## src/rtl/cdb_arbiter.sv

```systemverilog
// rtl/cdb_arbiter.sv - CDB arbiter: two result FIFOs (ALU, LSB) onto one registered broadcast bus
// Optional CDB_FIXED_PRIO_EN: LSB always wins over ALU, round-robin state removed.
module cdb_arbiter #(
    parameter int ROB_ID_W = 3,
    parameter int DEPTH    = 2
) (
    input  logic                clk,
    input  logic                rst,
    input  logic                rdy,
    input  logic                clear,
    input  logic                alu_valid,
    input  logic [ROB_ID_W-1:0] alu_rob_id,
    input  logic [31:0]         alu_value,
    output logic                alu_ready,
    input  logic                lsb_valid,
    input  logic [ROB_ID_W-1:0] lsb_rob_id,
    input  logic [31:0]         lsb_value,
    output logic                lsb_ready,
    output logic                cdb_valid,
    output logic [ROB_ID_W-1:0] cdb_rob_id,
    output logic [31:0]         cdb_value,
    output logic                cdb_src
);
    localparam int PW = $clog2(DEPTH);
    localparam int CW = PW + 1;
    localparam int EW = ROB_ID_W + 32;

    logic [EW-1:0]       alu_mem_q [DEPTH];
    logic [EW-1:0]       alu_mem_d [DEPTH];
    logic [EW-1:0]       lsb_mem_q [DEPTH];
    logic [EW-1:0]       lsb_mem_d [DEPTH];
    logic [PW-1:0]       alu_head_q, alu_head_d, alu_tail_q, alu_tail_d;
    logic [PW-1:0]       lsb_head_q, lsb_head_d, lsb_tail_q, lsb_tail_d;
    logic [CW-1:0]       alu_cnt_q, alu_cnt_d, lsb_cnt_q, lsb_cnt_d;
    logic                cdb_valid_q, cdb_valid_d;
    logic [ROB_ID_W-1:0] cdb_rob_id_q, cdb_rob_id_d;
    logic [31:0]         cdb_value_q, cdb_value_d;
    logic                cdb_src_q, cdb_src_d;
`ifndef CDB_FIXED_PRIO_EN
    logic                rr_q, rr_d;
`endif

    logic do_op, alu_enq, lsb_enq, alu_ne, lsb_ne, grant_alu, grant_lsb;
    logic [EW-1:0] alu_head_entry, lsb_head_entry;

    assign alu_ready      = (alu_cnt_q < CW'(DEPTH));
    assign lsb_ready      = (lsb_cnt_q < CW'(DEPTH));
    assign do_op          = rdy && !clear;
    assign alu_enq        = do_op && alu_valid && alu_ready;
    assign lsb_enq        = do_op && lsb_valid && lsb_ready;
    assign alu_ne         = (alu_cnt_q != '0);
    assign lsb_ne         = (lsb_cnt_q != '0);
    assign alu_head_entry = alu_mem_q[alu_head_q];
    assign lsb_head_entry = lsb_mem_q[lsb_head_q];

    // Only registered counts are consulted, so a same-cycle enqueue is never granted.
`ifdef CDB_FIXED_PRIO_EN
    assign grant_lsb = do_op && lsb_ne;
    assign grant_alu = do_op && alu_ne && !lsb_ne;
`else
    assign grant_alu = do_op && alu_ne && (!lsb_ne || !rr_q);
    assign grant_lsb = do_op && lsb_ne && (!alu_ne || rr_q);
`endif

    always_comb begin
        alu_mem_d    = alu_mem_q;
        lsb_mem_d    = lsb_mem_q;
        alu_head_d   = alu_head_q;
        alu_tail_d   = alu_tail_q;
        lsb_head_d   = lsb_head_q;
        lsb_tail_d   = lsb_tail_q;
        alu_cnt_d    = alu_cnt_q;
        lsb_cnt_d    = lsb_cnt_q;
        cdb_valid_d  = cdb_valid_q;
        cdb_rob_id_d = cdb_rob_id_q;
        cdb_value_d  = cdb_value_q;
        cdb_src_d    = cdb_src_q;
`ifndef CDB_FIXED_PRIO_EN
        rr_d         = rr_q;
`endif
        if (rdy && clear) begin
            alu_head_d  = '0;
            alu_tail_d  = '0;
            lsb_head_d  = '0;
            lsb_tail_d  = '0;
            alu_cnt_d   = '0;
            lsb_cnt_d   = '0;
            cdb_valid_d = 1'b0;
`ifndef CDB_FIXED_PRIO_EN
            rr_d        = 1'b0;
`endif
        end else if (rdy) begin
            cdb_valid_d = grant_alu || grant_lsb;
            if (grant_alu) begin
                {cdb_rob_id_d, cdb_value_d} = alu_head_entry;
                cdb_src_d  = 1'b0;
                alu_head_d = alu_head_q + PW'(1);
`ifndef CDB_FIXED_PRIO_EN
                rr_d       = 1'b1;
`endif
            end else if (grant_lsb) begin
                {cdb_rob_id_d, cdb_value_d} = lsb_head_entry;
                cdb_src_d  = 1'b1;
                lsb_head_d = lsb_head_q + PW'(1);
`ifndef CDB_FIXED_PRIO_EN
                rr_d       = 1'b0;
`endif
            end
            if (alu_enq) begin
                alu_mem_d[alu_tail_q] = {alu_rob_id, alu_value};
                alu_tail_d            = alu_tail_q + PW'(1);
            end
            if (lsb_enq) begin
                lsb_mem_d[lsb_tail_q] = {lsb_rob_id, lsb_value};
                lsb_tail_d            = lsb_tail_q + PW'(1);
            end
            alu_cnt_d = alu_cnt_q + CW'(alu_enq) - CW'(grant_alu);
            lsb_cnt_d = lsb_cnt_q + CW'(lsb_enq) - CW'(grant_lsb);
        end
    end

    always_ff @(posedge clk or negedge rst) begin
        if (!rst) begin
            for (int i = 0; i < DEPTH; i++) begin
                alu_mem_q[i] <= '0;
                lsb_mem_q[i] <= '0;
            end
            alu_head_q   <= '0;
            alu_tail_q   <= '0;
            lsb_head_q   <= '0;
            lsb_tail_q   <= '0;
            alu_cnt_q    <= '0;
            lsb_cnt_q    <= '0;
            cdb_valid_q  <= 1'b0;
            cdb_rob_id_q <= '0;
            cdb_value_q  <= '0;
            cdb_src_q    <= 1'b0;
`ifndef CDB_FIXED_PRIO_EN
            rr_q         <= 1'b0;
`endif
        end else begin
            alu_mem_q    <= alu_mem_d;
            lsb_mem_q    <= lsb_mem_d;
            alu_head_q   <= alu_head_d;
            alu_tail_q   <= alu_tail_d;
            lsb_head_q   <= lsb_head_d;
            lsb_tail_q   <= lsb_tail_d;
            alu_cnt_q    <= alu_cnt_d;
            lsb_cnt_q    <= lsb_cnt_d;
            cdb_valid_q  <= cdb_valid_d;
            cdb_rob_id_q <= cdb_rob_id_d;
            cdb_value_q  <= cdb_value_d;
            cdb_src_q    <= cdb_src_d;
`ifndef CDB_FIXED_PRIO_EN
            rr_q         <= rr_d;
`endif
        end
    end

    assign cdb_valid  = cdb_valid_q;
    assign cdb_rob_id = cdb_rob_id_q;
    assign cdb_value  = cdb_value_q;
    assign cdb_src    = cdb_src_q;
endmodule

```

## config.mk

```make
export PLATFORM = sky130hd
export DESIGN_NAME = cdb_arbiter
export DESIGN_NICKNAME = d
export VERILOG_FILES = /design/src/rtl/cdb_arbiter.sv
export SDC_FILE = /design/constraint.sdc
export NUM_CORES = 1
export LEC_CHECK = 0
export BUFFER_PORTS_ARGS = -buffer_cell sky130_fd_sc_hd__clkbuf_2
export CAP_MARGIN = 20
export CORE_ASPECT_RATIO = 1.4
export CORE_MARGIN = 8
export CORE_UTILIZATION = 40
export CTS_CLUSTER_DIAMETER = 40
export DETAILED_ROUTE_END_ITERATION = 16
export PLACE_DENSITY = 0.64
export SLEW_MARGIN = 30
export SYNTH_ARGS = -nofsm -noshare
export SYNTH_HDL_FRONTEND = slang
export SYNTH_SLANG_ARGS = --single-unit
export TNS_END_PERCENT = 5
```

## constraint.sdc

```tcl
create_clock -name clk -period 2.5 [get_ports clk]
set_clock_uncertainty 0.15 [all_clocks]
set_input_delay 0.75 -clock clk [delete_from_list [all_inputs] [get_ports clk]]
set_output_delay 0.75 -clock clk [all_outputs]
set_load 0.05 [all_outputs]
```

==> impl_metrics.yaml, run 1 <==
run_status:
  outcome: "finished clean"
logic_synthesis:
  synth-compound-area-share_pct: 3.41
  synth_top_family_by_area: "multiplexers"
  synthesis.nets: 682
  syn_area_per_cell_um2: 14.3
  yosysSeqAreaShare_pct: 54.1
  yosys_warnings: 0
  yosysUniqueCellTypes: 29
  synth_fa_ha_area_share_pct: 0.582
  synth-xor-area-share_pct: 0.204
  synth_mux_area_share_pct: 33.9
  syn_area_mm2: 0.00860
  synth_simple_gate_area_share_pct: 3.32
  synth_seq_cells: 186
  syn_inst: 602
clock_network:
  post_cts_buffers: 0
  cts_tree: "done"
  cts_buffer_depth: 2
  clock-sinks: 186
  h-tree-depth: 4
  clk_latency_ns: 0.43
  cts_hold_buf: 0
  cts_buffers: 17
  clk_pin_slew_ns: 0.07
  cts_resized: 0
  clockRootBuffer: "clkbuf_16"
global_routing:
  antenna_found_initial: 1
  track_usage_pct: 15.3
  grt_max_degree: 56
  grt_pass1_wl_um: 31900
  grt_use_met2_pct: 27.0
  overflow: 0
  met3_usage_pct: 3.65
  grt-busiest-layer: "met2"
  grt_pass1_vias: 5779
  met1_usage_pct: 18.0
timing:
  period_needed_ns: 2.30
  worst_pin_slew_ns: 0.567
  setup_tns_ns: 0
  rsz0062_at_grt: "false"
  slew_violations: 0
  setup_violations: 0
  fmax_mhz: 434
  hold_viol_final: 0
  finalCritPeriodShare_pct: 92.1
  relSlewSlack_pct: 62.2
  setup_slack_ns: 0.197
route:
  first_pass_iters: 4
  num_vias: 5137
  via_per_inst: 5.15
  ant_nets: 0
  drc: 0
  wl_per_cell_um: 19.2
  drtIter0Drc: 207
  wirelength_um: 19200
placement:
  place_congestion: 0.786
  placed_area_mm2: 0.00955
  hpwl_um: 13600
  dp_cells: 964
  port_buffers: 114
  place_ws_ns: -0.0719
worst_setup_path:
  cp-start-kind: "flip-flop"
  crit_slowest_cell: "dfrtp_1"
  crit_fanout: 6
  cpPeakStageDelay_ns: 0.43
  cp_cell_sequence: "nor2_1 > nand3b_1 > inv_4 > ha_4 > inv_2 > ha_4 > xnor2_2 > nor3b_1 > a21oi_1 > o22ai_1"
  path_common_cell: "ha_4"
  crit_required_ns: 2.70
  path_buf_inv: 2
  critical_path_class: "flip-flop to flip-flop"
  cp.arrival_ns: 2.50
  end_kind: "flip-flop"
  cp_top_family: "simple AND/OR/NAND/NOR gates"
finish:
  fin_area_mm2: 0.0101
  final_util_pct: 48.0
  drive_gt1_share_pct: 48.9
  final_cell_mix: "184 x dfrtp_1, 115 x mux2_2, 113 x clkbuf_2"
  area_growth_pct: 18.1
  fin_nets: 803
  final_common_cell: "dfrtp_1"
  stdcell_count: 997
floorplan:
  core.rowCount: 63
  start_util_pct: 40.7
  io_pins: 115
  die-area_mm2: 0.0265
  fp.dieW_um: 140
  die_h_um: 189
  design.core.area_mm2: 0.0211
run:
  maxCapViolCount: 0
power_and_ir_drop:
  p_leak_nw: 4.79
  irDropWorstVdd_v: 0.000525
  combPwrFrac_pct: 38.0
  switching_share_pct: 35.2
  p_int_mw: 8.48
  power_density_mw_per_mm2: 1290
  power_frac_clock_pct: 20.9
  switchingPower_mw: 4.60
  seqPwrFrac_pct: 41.1
hold_path:
  min_path_type: "input port to async pin"
==> synthesized netlist by cell type <==
cell,number,area [µm²]
xnor2_1,2,17.5
nand3b_1,1,7.51
nor2b_4,1,13.8
buf_12,6,120
buf_2,4,20.0
buf_6,7,78.8
mux2_2,115,1290
nand2b_4,1,13.8
dfrtp_1,186,4650
mux2_4,60,901
o21ai_0,25,125
a31o_2,1,8.76
or3_1,2,12.5
nand3_1,2,10.0
buf_4,9,67.6
nor2_1,3,11.3
inv_1,14,52.6
a21oi_1,5,25.0
ha_1,4,50.1
o22ai_1,8,50.1
nor2b_1,2,12.5
clkbuf_1,11,41.3
a32oi_1,1,8.76
nor2_4,2,22.5
nand2b_1,2,12.5
nand2_1,37,139
o21ai_1,15,75.1
mux2i_1,72,721
nor3b_1,4,30.0
==> state kept, by name, summed over array words and instances, names as in the netlist <==
name,count
cdb_value,32
lsb_head_q,1
lsb_mem_q,70
cdb_valid,1
alu_head_q,1
alu_cnt_q,2
lsb_tail_q,1
cdb_src,1
alu_mem_q,70
alu_tail_q,1
lsb_cnt_q,2
cdb_rob_id,3
rr_q,1
==> cells by family (layout without fill, tap and decap cells) <==
| family | Yosys count | count (layout) |
|---|---|---|
| buffers and inverters | 51 | 185 |
| adders and majority gates | 4 | 4 |
| xor gates and xnor gates | 2 | 2 |
| AOI/OAI and AO/OA | 55 | 55 |
| and+or+nand+nor | 57 | 57 |
| other | 0 | 1 |
| DFF | 186 | 186 |
| muxes | 247 | 247 |
==> routing by layer <==
layer	routed length (µm)	up-vias
met3	691	17
met2	10300	86
met4	307	0
met5	0	-
li1	-	2371
met1	7900	2663
==> stage by stage <==
step | power [mW] | hold slack (ns)
after global placement | 10.2 | 0.317
final | 13.1 | 0.130
after detailed placement | 10.5 | 0.323
after CTS | 13.2 | 0.144
after global routing | 13.9 | 0.161
after floorplan | 9.13 | 0.304
==> final timing paths <==
| check | from | end | slack (ns) | depth (start not counted) |
|---|---|---|---|---|
| worst max-delay path | alu_cnt_q[1] | alu_cnt_q[1] | 0.20 | 10 |
| worst min-delay path | rst | lsb_mem_q[1] | 0.13 | 1 |
| worst max register to register | alu_cnt_q[1] | alu_cnt_q[1] | 0.20 | 10 |
| worst min register to register | cdb_value[0] | cdb_value[0] | 0.34 | 2 |
| max in group asynchronous | rst | lsb_mem_q[32] | 1.42 | 2 |
| min in group clk | cdb_value[0] | cdb_value[0] | 0.34 | 2 |
==> area by class of cell <==
cell class | count | area [µm²]
antenna | 1 | 2.50
clock buffer | 18 | 439
clock inverter | 14 | 159
fill | 1879 | 11000
inverter | 14 | 55.1
multi-input combinational | 365 | 3600
sequential | 186 | 4660
tap | 260 | 325
timing repair buffer | 139 | 915
==> worst reg2reg max path: stages (launching register included) <==
cell and delay (ns):
dfrtp_1 0.43, nor2_1 0.26, nand3b_1 0.26, inv_4 0.06, ha_4 0.26, inv_2 0.03, ha_4 0.15, xnor2_2 0.14
nor3b_1 0.25, a21oi_1 0.09, o22ai_1 0.14
==> power groups by stage <==
stage               Combinational [mW]  Clock [mW]  Sequential (mW)
global route                      5.38        2.92             5.58
finish                            4.97        2.74             5.37
floorplan                         3.16           0             5.97
global placement                  4.89           0             5.32
CTS                               5.06        2.80             5.38
detailed placement                5.04           0             5.41
No activity file was read; power rests on OpenSTA's default activity.
==> inputs of run 2 (changes only) <==
- clock period: 2.5 -> 2.7 ns (I/O delays scaled with it)
==> run 2 against run 1 <==
Routed wire length shrank 0.68%. Critical endpoint is now lsb_ready. Setup slack gained 0.23 ns. Hold slack lost 0.055 ns. Via count shrank 1.4%. First-iteration DRC count shrank 11%. Highest routed layer unchanged. Largest cell class unchanged.
==> impl_metrics.yaml, run 2 (synthesized netlist as in run 1, its figures left out) <==
run_status:
  outcome: "finished clean"
route:
  num_vias: 5065
  wirelength_um: 19100
  via_per_inst: 5.12
  drc: 0
  ant_nets: 0
  first_pass_iters: 4
  wl_per_cell_um: 19.3
  drtIter0Drc: 185
floorplan:
  design.core.area_mm2: 0.0211
  core.rowCount: 63
  start_util_pct: 40.7
  io_pins: 115
  die-area_mm2: 0.0265
  die_h_um: 189
  fp.dieW_um: 140
timing:
  period_needed_ns: 2.28
  fmax_mhz: 439
  finalCritPeriodShare_pct: 84.3
  rsz0062_at_grt: "false"
  setup_tns_ns: 0
  whs_ns: 0.0752
  slew_violations: 0
  worst_pin_slew_ns: 0.596
  relSlewSlack_pct: 60.3
  hold_viol_final: 0
  setup_violations: 0
clock_network:
  clk_latency_ns: 0.42
  clk_pin_slew_ns: 0.07
  clockRootBuffer: "clkbuf_16"
  cts_buffer_depth: 2
  post_cts_buffers: 0
  h-tree-depth: 4
  cts_resized: 0
  clock-sinks: 186
  cts_buffers: 17
  cts_hold_buf: 0
  cts_tree: "done"
global_routing:
  grt_max_degree: 82
  grt_pass1_vias: 5872
  overflow: 0
  antenna_found_initial: 1
  grt_pass1_wl_um: 31100
  track_usage_pct: 15.0
worst_setup_path:
  cp.arrival_ns: 1.32
  critical_path_class: "flip-flop to output pin"
  cp-start-kind: "flip-flop"
  crit_required_ns: 1.74
  end_kind: "output pin"
  crit_fanout: 6
power_and_ir_drop:
  power_density_mw_per_mm2: 1200
  p_leak_nw: 4.77
  irDropWorstVdd_v: 0.000509
placement:
  hpwl_um: 13000
  port_buffers: 114
  place_congestion: 0.798
run:
  maxCapViolCount: 0
finish:
  fin_nets: 796
  area_growth_pct: 16.9
  drive_gt1_share_pct: 47.6
  final_cell_mix: "184 x dfrtp_1, 115 x mux2_2, 113 x clkbuf_2"
  final_common_cell: "dfrtp_1"
hold_path:
  min_path_type: "input port to async pin"
[run 2: cell types whose count changed in the layout (fill, tap and decap cells not counted), moves of 2 or more]
cell and delta:
inv_6 -5, buf_4 -4, buf_12 -3, clkbuf_8 +3, ha_1 +2, ha_4 -2, inv_1 +2
[run 2: critical path, cell delays in order (launching register included)]
cell and delay [ns]:
dfrtp_1 0.43, inv_1 0.16, clkbuf_2 0.30
[run 2: metrics by stage]
stage,area (µm²),util (%),power [mW],cells,worst slack (ns)
after floorplan,8600,-,8.43,602,0.0322
after global placement,9420,44.6,9.37,957,0.164
after detailed placement,9420,44.6,9.62,957,0.00463
after CTS,10000,47.6,12.3,989,0.412
after global routing,10100,47.6,12.9,990,0.229
final,10100,47.6,12.1,990,0.425
[run 2: final cells by class]
cell class / count / area [µm²]
Sequential cell: 186 / 4660
Clock buffer: 22 / 484
Multi-Input combinational cell: 365 / 3560
Timing Repair Buffer: 132 / 825
Fill cell: 1897 / 11100
Clock inverter: 10 / 140
Antenna cell: 1 / 2.50
Tap cell: 260 / 325
Inverter: 14 / 52.6
[run 2: worst paths after layout]
path / start / to / slack, ns / depth (start not counted)
worst max-delay path: lsb_cnt_q[1] / lsb_ready / 0.42 / 2
worst min-delay path: rst / cdb_value[0] / 0.08 / 1
worst max register to register: alu_cnt_q[1] / alu_cnt_q[1] / 0.47 / 10
worst min register to register: cdb_value[28] / cdb_value[28] / 0.33 / 2
max in group asynchronous: rst / alu_mem_q[57] / 1.62 / 2
min in group clk: cdb_value[28] / cdb_value[28] / 0.33 / 2
[run 2: per-layer routing]
layer	global-route usage (%)	share of wire, %	vias up
met1	17.0	42	2598
met2	26.8	52	96
met3	3.55	4.1	18
met4	5.82	1.9	0
met5	0	0	-
li1	-	-	2353
[run 2: report_power, final]
part           total, mW  switching (mW)  internal [mW]
combinational       4.52            2.25           2.27
clock               2.61            1.05           1.56
sequential          4.99           0.866           4.12
total               12.1            4.17           7.94
==> inputs of run 3 (changes only) <==
- clock period: 2.7 -> 2.11 ns (I/O delays scaled with it)
==> run 3 against run 2 <==
Cell count increased by 1.5%. Sequential share of layout area down 1.1 points. Setup slack got worse by 0.40 ns. Total power grew 29%. Clock-buffer cell count up 2. Critical path depth increased by 8. Hold slack gained 0.23 ns. Flip-flop and latch count unchanged. Utilization up 1.2 points. Die area did not move. Clock power increased by 22%.
==> impl_metrics.yaml, run 3 (synthesized netlist as in run 1, its figures left out) <==
global_routing:
  grt_pass1_vias: 5929
  overflow: 0
  grt_max_degree: 46
  antenna_found_initial: 0
  grt_pass1_wl_um: 31800
  track_usage_pct: 15.4
floorplan:
  die-area_mm2: 0.0265
  start_util_pct: 40.7
  fp.dieW_um: 140
  core.rowCount: 63
  io_pins: 115
  design.core.area_mm2: 0.0211
  die_h_um: 189
timing:
  fmax_mhz: 479
  rsz0062_at_grt: "true"
  relSlewSlack_pct: 73.9
  whs_ns: 0.310
  finalCritPeriodShare_pct: 98.9
  worst_pin_slew_ns: 0.391
  setup_violations: 0
  slew_violations: 0
  hold_viol_final: 0
  period_needed_ns: 2.09
route:
  ant_nets: 0
  drtIter0Drc: 229
  dr.max_layer_used: "met4"
  via_per_inst: 5.09
  dr_wl_met2_um: 10600
  num_vias: 5120
  drc: 0
  first_pass_iters: 4
  wl_per_cell_um: 19.6
  wl_met1_um: 8070
  wirelength_um: 19700
  wl_met3_um: 737
clock_network:
  clockRootBuffer: "clkbuf_16"
  cts_buffers: 17
  cts_buffer_depth: 2
  clk_pin_slew_ns: 0.07
  clock-sinks: 186
  h-tree-depth: 4
  cts_tree: "done"
  clk_latency_ns: 0.42
power_and_ir_drop:
  totalPowerFinal_mw: 15.6
  power_density_mw_per_mm2: 1510
  irDropWorstVdd_v: 0.000754
  p_leak_nw: 4.88
worst_setup_path:
  cp.arrival_ns: 2.27
  crit_required_ns: 2.29
  critical_path_class: "flip-flop to flip-flop"
  end_kind: "flip-flop"
  crit_fanout: 6
  cp-start-kind: "flip-flop"
placement:
  hpwl_um: 13800
  place_congestion: 0.773
  port_buffers: 114
  dp_cells: 972
finish:
  final_common_cell: "dfrtp_1"
  fin_nets: 813
  final_cell_mix: "182 x dfrtp_1, 115 x mux2_2, 112 x clkbuf_2"
  drive_gt1_share_pct: 50.1
  area_growth_pct: 19.9
  stdcell_count: 1005
run_status:
  outcome: "finished clean"
run:
  maxCapViolCount: 0
hold_path:
  min_path_type: "input port to flip-flop"
[run 3: changes by cell type in the layout (fill, tap and decap cells not counted), sizes merged]
cell	delta
inv	+1
clkinv	-2
clkinvlp	-2
dlygate4sd3	+1
bufinv	-1
clkbuf	+2
buf	+16
[run 3: per-layer routing]
layer	GRT usage, %	vias to the layer above
met5	0	-
met4	5.36	0
met3	3.76	20
met2	28.1	78
met1	17.2	2647
li1	-	2375
[run 3: critical path, stage by stage (launching register included)]
cell,delay [ns]
dfrtp_2,0.46
nor2_4,0.15
nand3b_1,0.20
inv_4,0.06
ha_4,0.26
inv_2,0.03
ha_4,0.15
xnor2_2,0.14
nor3b_2,0.19
a21oi_1,0.07
o22ai_1,0.14
[run 3: stage by stage]
step / utilization (%) / setup TNS, ns / cell area (µm²) / setup WS [ns]
floorplan: - / -0.500 / 8640 / -0.275
global placement: 45.7 / -13.14 / 9660 / -0.161
detailed placement: 45.7 / -20.14 / 9660 / -0.322
CTS: 48.6 / 0 / 10300 / 0.0142
global route: 48.8 / -0.0511 / 10300 / -0.0432
finish: 48.8 / 0 / 10300 / 0.0235
[run 3: layout make-up]
class | instances | area [µm²]
fill | 1867 | 10800
sequential | 186 | 4660
multi-input combinational | 365 | 3630
timing repair buffer | 149 | 1050
clock buffer | 24 | 502
tap | 260 | 325
clock inverter | 6 | 86.3
inverter | 14 | 55.1
antenna | 1 | 2.50
[run 3: where the power goes]
part / leakage (nW) / internal [mW] / switching [mW]
Combinational: 2.32 / 3.05 / 3.01
Clock: 0.289 / 1.89 / 1.30
Sequential: 2.27 / 5.28 / 1.06
[run 3: final timing paths]
path,from,endpoint,slack [ns],depth (start not counted)
min reg2reg,cdb_value[29],cdb_value[29],0.34,2
min,lsb_value[19],lsb_mem_q[19],0.31,2
max,alu_cnt_q[1],alu_cnt_q[1],0.02,10
max in group asynchronous,rst,lsb_mem_q[21],0.70,3
max reg2reg,alu_cnt_q[1],alu_cnt_q[1],0.02,10
min in group asynchronous,rst,lsb_mem_q[31],0.54,2
[run 3: timing repair]
| action | in CTS | in global routing |
|---|---|---|
| hold endpoints to repair | 30 | 0 |
| hold buffers | 1 | 0 |
| setup endpoints to repair | 2 | 22 |
| gates resized for setup | 4 | 8 |
| buffers inserted | 1 | 0 |
